<file path="config.mk">
export PLATFORM = sky130hd
export DESIGN_NAME = softmax_row_seq
export DESIGN_NICKNAME = d
export VERILOG_FILES = /design/src/rtl/softmax_row_seq.sv
export SDC_FILE = /design/constraint.sdc
export NUM_CORES = 1
export LEC_CHECK = 0
export ABC_CLOCK_PERIOD_IN_PS = 2100
export CAP_MARGIN = 20
export CORE_AREA = 2 2 202 204
export DETAILED_ROUTE_END_ITERATION = 10
export DIE_AREA = 0 0 204 206
export GPL_TIMING_DRIVEN = 0
export HOLD_SLACK_MARGIN = 0.15
export PLACE_DENSITY = 0.66
export SYNTH_ARGS = -nofsm -noshare
export SYNTH_HDL_FRONTEND = slang
export SYNTH_SLANG_ARGS = --single-unit
</file>
<file path="constraint.sdc">
create_clock -name I_CLK -period 2.1 [get_ports I_CLK]
set_input_delay 0.21 -clock I_CLK [delete_from_list [all_inputs] [get_ports I_CLK]]
set_output_delay 0.21 -clock I_CLK [all_outputs]
set_load 0.01 [all_outputs]
</file>
<file path="src/rtl/softmax_row_seq.sv">
// -----------------------------------------------------------------------------
// softmax_row_seq
//
// Row sequencer and initiator for the softmax unit in the MHA datapath.
// Accepts one score row at a time, holds it stable on the softmax inputs while
// the start level is high, captures the softmax result on its one-cycle valid
// pulse and presents the result row downstream on a valid/ready stream.
//
// Rows are flat vectors: element i occupies bits [i*D_W +: D_W].
//
// Ports
//   I_CLK, I_RST_N         clock, asynchronous active-low reset
//   I_ROW_VLD/O_ROW_RDY    input row handshake, I_ROW_DATA input row
//   O_SM_START, O_SM_DATA  softmax start level and held input row
//   I_SM_VLD, I_SM_DATA    softmax one-cycle result valid and result row
//   O_OUT_VLD/I_OUT_RDY    result row handshake
//   O_OUT_DATA/IDX/LAST    result row, its row index, last-row flag
//   O_DONE                 one-cycle pulse after the last row of a matrix
//   O_ERR                  sticky softmax timeout flag
// -----------------------------------------------------------------------------
module softmax_row_seq #(
    parameter int D_W     = 8,
    parameter int NUM     = 16,
    parameter int ROWS    = 16,
    parameter int TIMEOUT = 15,
    localparam int IDX_W  = $clog2(ROWS)
) (
    input  logic                 I_CLK,
    input  logic                 I_RST_N,
    input  logic                 I_ROW_VLD,
    output logic                 O_ROW_RDY,
    input  logic [NUM*D_W-1:0]   I_ROW_DATA,
    output logic                 O_SM_START,
    output logic [NUM*D_W-1:0]   O_SM_DATA,
    input  logic                 I_SM_VLD,
    input  logic [NUM*D_W-1:0]   I_SM_DATA,
    output logic                 O_OUT_VLD,
    input  logic                 I_OUT_RDY,
    output logic [NUM*D_W-1:0]   O_OUT_DATA,
    output logic [IDX_W-1:0]     O_OUT_IDX,
    output logic                 O_OUT_LAST,
    output logic                 O_DONE,
    output logic                 O_ERR
);

    typedef enum logic [1:0] {
        S_IDLE = 2'd0,
        S_RUN  = 2'd1,
        S_GAP  = 2'd2,
        S_OUT  = 2'd3
    } state_t;

    localparam logic [IDX_W-1:0] LAST_IDX = IDX_W'(ROWS - 1);
    localparam logic [7:0]       TO_LAST  = 8'(TIMEOUT - 1);

    state_t               state_reg;
    logic [7:0]           to_cnt_reg;
    logic [IDX_W-1:0]     row_cnt_reg;
    logic                 timed_out_reg;   // selects S_GAP exit: S_IDLE vs S_OUT
    logic                 sm_start_reg;
    logic [NUM*D_W-1:0]   row_buf_reg;
    logic [NUM*D_W-1:0]   res_buf_reg;
    logic                 out_vld_reg;
    logic [IDX_W-1:0]     out_idx_reg;
    logic                 out_last_reg;
    logic                 done_reg;
    logic                 err_reg;
    logic [IDX_W-1:0]     row_cnt_next;

    // Row counter wraps explicitly so non-power-of-two ROWS works.
    assign row_cnt_next = (row_cnt_reg == LAST_IDX) ? '0 : row_cnt_reg + 1'b1;

    // Gated with reset so the upstream never sees ready while held in reset.
    assign O_ROW_RDY  = I_RST_N && (state_reg == S_IDLE);
    assign O_SM_START = sm_start_reg;
    assign O_SM_DATA  = row_buf_reg;
    assign O_OUT_VLD  = out_vld_reg;
    assign O_OUT_DATA = res_buf_reg;
    assign O_OUT_IDX  = out_idx_reg;
    assign O_OUT_LAST = out_last_reg;
    assign O_DONE     = done_reg;
    assign O_ERR      = err_reg;

    always_ff @(posedge I_CLK or negedge I_RST_N) begin
        if (!I_RST_N) begin
            state_reg     <= S_IDLE;
            to_cnt_reg    <= '0;
            row_cnt_reg   <= '0;
            timed_out_reg <= 1'b0;
            sm_start_reg  <= 1'b0;
            row_buf_reg   <= '0;
            res_buf_reg   <= '0;
            out_vld_reg   <= 1'b0;
            out_idx_reg   <= '0;
            out_last_reg  <= 1'b0;
            done_reg      <= 1'b0;
            err_reg       <= 1'b0;
        end else begin
            done_reg <= 1'b0;
            case (state_reg)
                S_IDLE: begin
                    if (I_ROW_VLD) begin
                        row_buf_reg  <= I_ROW_DATA;
                        sm_start_reg <= 1'b1;
                        to_cnt_reg   <= '0;
                        state_reg    <= S_RUN;
                    end
                end
                S_RUN: begin
                    // The softmax clears its outputs on the next edge, so the
                    // result is captured in the same cycle as its valid.
                    if (I_SM_VLD) begin
                        res_buf_reg   <= I_SM_DATA;
                        sm_start_reg  <= 1'b0;
                        timed_out_reg <= 1'b0;
                        state_reg     <= S_GAP;
                    end else if (to_cnt_reg == TO_LAST) begin
                        // Row dropped: no output, but its index is consumed.
                        sm_start_reg  <= 1'b0;
                        err_reg       <= 1'b1;
                        row_cnt_reg   <= row_cnt_next;
                        timed_out_reg <= 1'b1;
                        state_reg     <= S_GAP;
                    end else begin
                        to_cnt_reg <= to_cnt_reg + 8'd1;
                    end
                end
                S_GAP: begin
                    // One low-start cycle lets the softmax return to idle.
                    state_reg <= timed_out_reg ? S_IDLE : S_OUT;
                end
                S_OUT: begin
                    // First S_OUT cycle loads the registered output view;
                    // afterwards wait for the downstream handshake.
                    if (!out_vld_reg) begin
                        out_vld_reg  <= 1'b1;
                        out_idx_reg  <= row_cnt_reg;
                        out_last_reg <= (row_cnt_reg == LAST_IDX);
                    end else if (I_OUT_RDY) begin
                        out_vld_reg <= 1'b0;
                        row_cnt_reg <= row_cnt_next;
                        done_reg    <= out_last_reg;
                        state_reg   <= S_IDLE;
                    end
                end
                default: state_reg <= S_IDLE;
            endcase
        end
    end

endmodule

</file>
Word level (Yosys, flattened, before mapping). Cells that the tools add are included.

Add/sub/neg operators: 2. Equality and inequality tests: 12. Multiplexer cells: 28. Bitwise logic cells: 2. Reductions and logical operators: 14.

Operator list (count): 8-bit 2-to-1 mux (3); 4-bit 2-to-1 mux (5); 8-bit one-hot mux with 2 select lines (1); 2-bit 2-to-1 mux (6); 2-bit != test, second input constant (6); 1-bit 2-to-1 mux (10); 8-bit by 1-bit adder with 8-bit output, second input constant (1); 8-bit by 4-bit == test with 1-bit output, second input constant (1); 2-bit one-hot mux with 4 select lines (1); 4-bit one-hot mux with 2 select lines (1); 2-bit AND reduction (4); 4-bit AND reduction (2); 3-bit AND reduction (2); 2-bit nonzero test (3); 5-bit AND reduction (1); 4-bit by 1-bit adder with 4-bit output, second input constant (1); 2-bit == test, second input constant (2); 4-bit == test, second input constant (1); 3-bit != test, second input constant (1); 2-bit by 1-bit == test with 1-bit output, second input constant (1); 2-bit logical NOT (1); 1-bit NOT (2); 1-bit one-hot mux with 2 select lines (1); 1-bit logical AND (1).

Register bits after elaboration: 280. Bits of input ports: 261. Output and inout bits: 266. Word-level logic and storage cells: 70.

Longest topological paths before layout. Gate-level depths: netlist of run 1.

Word-level depth: 5. Depth in mapped cells: 7. Gate-level depth less buffers: 7.

Worst setup path before layout of run 1. Ideal clock, no wire load.

Kind: register to register. Start: register to_cnt_reg[0]. End: register row_cnt_reg[1]. Setup time: 0.125 ns. Arrival: 1.572 ns. Required time: 1.975 ns. Setup slack: 0.403 ns. Stages on the path, launching flop included: 7. Path buffers: 0. Period minus slack after synthesis: 1.697 ns. Path through: dfrtp_1 -> inv_1 -> ha_1 -> nor3b_1 -> and2_1 -> a31oi_2 -> mux2_2.

Word-level cells in the longest chain between the ends: 3.

RTL lines: start, declared (RTL line 57) `logic [7:0] to_cnt_reg;`; start signal, assigned (RTL line 125) `to_cnt_reg <= to_cnt_reg + 8'd1;`; 8-bit by 4-bit == test with 1-bit output (RTL line 117) `end else if (to_cnt_reg == TO_LAST) begin`; 2-bit != test (no line); 5-bit AND reduction (no line); end signal, assigned (RTL line 121) `row_cnt_reg <= row_cnt_next;`; end signal, assigned (RTL line 141) `row_cnt_reg <= row_cnt_next;`; end, declared (RTL line 58) `logic [IDX_W-1:0] row_cnt_reg;`.

Every way passes these cells. A chain may end at the register's enable or synchronous reset.

Final worst setup path of run 1.
Start: register state_reg[0]. End: output O_ROW_RDY.

Word-level cells in the longest chain between the ends: 2.

RTL lines: start, declared (RTL line 56) `state_t state_reg;`; start signal, assigned (RTL line 130) `state_reg <= timed_out_reg ? S_IDLE : S_OUT;`; 2-bit logical NOT (RTL line 74) `assign O_ROW_RDY = I_RST_N && (state_reg == S_IDLE);`; 1-bit logical AND (RTL line 74); end, declared (RTL line 31) `output logic O_ROW_RDY,`.

Every way passes these cells.

==> impl_metrics.env, run 1 <==
export IMPL_synth_top_area_frac=0.656
export IMPL_crit_fanout=10
export IMPL_path_clk_slew_ns=0.06
export IMPL_multiInputGateArea_um2=3500
export IMPL_ys_ff_latch=280
export IMPL_remaining_drc_errors=0
export IMPL_num_fill_cells=3623
export IMPL_synth_cell_area_um2=10700
export IMPL_tightest_slew_ns=0.482
export IMPL_ios=527
export IMPL_maxCapViolations=0
export IMPL_final_max_slew_viol_count=0
export IMPL_grt_max_degree=84
export IMPL_grt_ovfl_total=0
export IMPL_power_mw=27.5
export IMPL_vias_per_cell=4.22
export IMPL_syn_area_per_cell_um2=16.1
export IMPL_fin_nets=1497
export IMPL_initial_core_util=0.266
export IMPL_synth_top_family_by_area="multiplexers"
export IMPL_startpoint_type="flip-flop"
export IMPL_fin_hold_ws_ns=-0.402
export IMPL_synth_most_common_cell="dfrtp_1"
export IMPL_grt_util_all_layers=0.146
export IMPL_cts_sinks=280
export IMPL_final_hold_viol_count=81
export IMPL_dp_cells=1724
export IMPL_dr_pass1_iters=5
export IMPL_io_buffer_count=526
export IMPL_rsz0062_at_grt="false"
export IMPL_synth_area_top_cells="dfrtp_1, mux2_2, buf_2"
export IMPL_max_slew_margin=0.679
export IMPL_core_um2=40200
export IMPL_comb_power_share=0.432
export IMPL_synth_xor_area_share=0.00246
export IMPL_vias=7534
export IMPL_tns_ns=0
export IMPL_cts_root_buf="clkbuf_16"
export IMPL_rows=74
export IMPL_ys_flop_type="dfrtp_1"
export IMPL_die_width_um=204
export IMPL_vdd_drop_max_mv=0.924
export IMPL_drive_gt1_frac=0.286
export IMPL_synth_edff_count=0
export IMPL_finalNonFillerCells=1787
export IMPL_synthAdderAreaFrac=0.00351
export IMPL_synth_nets=928
export IMPL_hpwl_um=23700
export IMPL_netlist_cell_type_count=36
export IMPL_num_antenna_cells=0
export IMPL_synth_simple_area_share=0.0253
export IMPL_synth_common_cells="dfrtp_1, mux2_2, buf_2"
export IMPL_wl_um=31900
export IMPL_setup_viol=0
export IMPL_areaGrowthSynthToFinish_pct=68.2
export IMPL_switchingPower_mw=8.12
export IMPL_dieArea_um2=42000
export IMPL_post_route_period_util=0.944
export IMPL_yosysTopAreaCell="dfrtp_1"
export IMPL_hold_path_class="input pin to asynchronous set/reset pin"
export IMPL_postLayoutCellArea_um2=18000
export IMPL_power_density_nw_per_um2=1530
export IMPL_clock_skew_ns=0.0100
export IMPL_worst_setup_path_type="flip-flop to primary output"
export IMPL_internal_power_mw=19.4
export IMPL_grt_pass1_vias=7959
export IMPL_synth_async_reset_ratio=1.00
export IMPL_antenna_found_initial=0
export IMPL_max_freq_mhz=505
export IMPL_postCtsHoldBufs=2
export IMPL_antenna_left=0
export IMPL_violations="hold timing"
export IMPL_synth_cells=664
export IMPL_p_clk_frac=0.220
export IMPL_wl_per_cell_um=17.9
export IMPL_drt_iter0_markers=139
export IMPL_clkLatencyLatePin_ns=0.52
export IMPL_register_area_um2=7010
export IMPL_endpoint_kind="primary output"
export IMPL_clk_path_buf_depth=3
export IMPL_status="finished, violations left"
export IMPL_synth_mux_area_frac=0.276
export IMPL_synth_compound_area_share=0.0193
export IMPL_place_congestion=0.770
export IMPL_critPathRequiredTime_ns=1.89
export IMPL_cts_max_level=2
export IMPL_grt_pass1_wl_um=46800
export IMPL_synth_seq_area_share=0.656
export IMPL_netSwitchingFraction=0.295
export IMPL_cts_tree="built"
export IMPL_yosys_warnings=0
export IMPL_p_seq_frac=0.349
export IMPL_arrival_ns=1.77
export IMPL_die_h_um=206
export IMPL_fin_crit_ns=1.98
export IMPL_dpl_cell_area_um2=16700
export IMPL_leakage_nw=7.45
export IMPL_numCtsBuffers=34
==> worst paths after layout <==
| path | cells after the start | end | slack [ns] | from |
|---|---|---|---|---|
| worst max-delay path | 4 | O_ROW_RDY | 0.12 | state_reg[0]$_DFFE_PN0P_ |
| worst min-delay path | 1 | O_SM_DATA[66]$_DFFE_PN0P_ | -0.40 | I_RST_N |
| max in group asynchronous | 4 | O_OUT_DATA[48]$_DFFE_PN0P_ | 1.08 | I_RST_N |
| min in group I_CLK | 2 | O_SM_DATA[113]$_DFFE_PN0P_ | 0.30 | I_ROW_DATA[113] |
| worst min register to register | 1 | O_ERR$_DFFE_PN0P_ | 0.48 | O_ERR$_DFFE_PN0P_ |
| worst max register to register | 5 | O_SM_DATA[84]$_DFFE_PN0P_ | 0.17 | state_reg[1]$_DFFE_PN0P_ |
==> power by group through the flow <==
stage                     clock, mW  combinational, mW  sequential (mW)
after floorplan                   0               3.81             10.7
after global placement            0               11.9             9.60
after detailed placement          0               12.0             9.67
after CTS                      6.31               12.1             9.62
after global routing           6.52               12.6             9.98
final                          6.05               11.9             9.60
==> final cells by class <==
class                   instances  share of cell area
plain buffers                  32              0.0102
clock buffers                  55              0.0614
clock inverters                 3             0.00362
inverters                       3            0.000626
multi-input cells             349               0.195
flip-flops and latches        280               0.390
well taps                     532              0.0370
repair buffers                533               0.302
==> kinds of logic after synthesis <==
group	Yosys count
DFF	280
muxes	262
and+or+nand+nor	50
adders and majority gates	3
AOI/OAI and AO/OA	31
buffers and inverters	35
xor gates and xnor gates	3
==> metal layers <==
layer	global-route usage	routed length, µm	vias to the layer above
met5	0	0	-
met4	0.0541	714	0
met3	0.0413	2230	41
met2	0.255	16600	240
met1	0.170	12400	3768
li1	-	-	3485
==> layout by cell type, fill, tap and decap left out, types with 3 or more instances in the layout <==
cell | netlist | layout
clkdlybuf4s50_1 | 0 | 524
dfrtp_1 | 280 | 279
mux2_2 | 262 | 262
clkbuf_16 | 0 | 37
buf_2 | 21 | 21
nand2_1 | 13 | 13
clkbuf_8 | 0 | 11
buf_4 | 8 | 10
nor2_1 | 10 | 10
o21ai_0 | 9 | 9
clkbuf_1 | 3 | 8
a21oi_1 | 8 | 8
nor2b_1 | 5 | 5
nand3_1 | 4 | 4
inv_1 | 3 | 3
nor3b_1 | 4 | 3
nor4_1 | 3 | 3
xor2_1 | 3 | 3
ha_1 | 3 | 3
buf_16 | 0 | 3
==> worst max-delay path, cell delays in order, from the launching register on <==
cell      delay [ns]
dfrtp_2         0.45
clkbuf_4        0.20
clkbuf_4        0.20
nor3b_1         0.22
buf_4           0.18
==> repair_timing <==
item                                   in CTS  in global routing
setup endpoints to repair                  88                  3
resized for setup                          11                  3
endpoints found under the hold margin     129                 81
buffers inserted                            1                  0
pin swaps                                   1                  0
gates cloned                                2                  0
==> through the flow <==
stage	worst slack, ns	hold WS (ns)	utilization
detailed placement	-0.791	0.236	0.415
finish	0.118	-0.402	0.447
CTS	0.0502	-0.404	0.447
global placement	-11.68	0.462	0.414
floorplan	0.403	-0.0856	-
global route	0.0191	-0.390	0.447
Power figures use the tool's default switching activity.
==> run 2, diff against run 1 <==
Settings changed: TNS_END_PERCENT set to 5.
==> results of run 2 <==
Same layout as run 1: the final DEF is identical, and so are final timing and power.
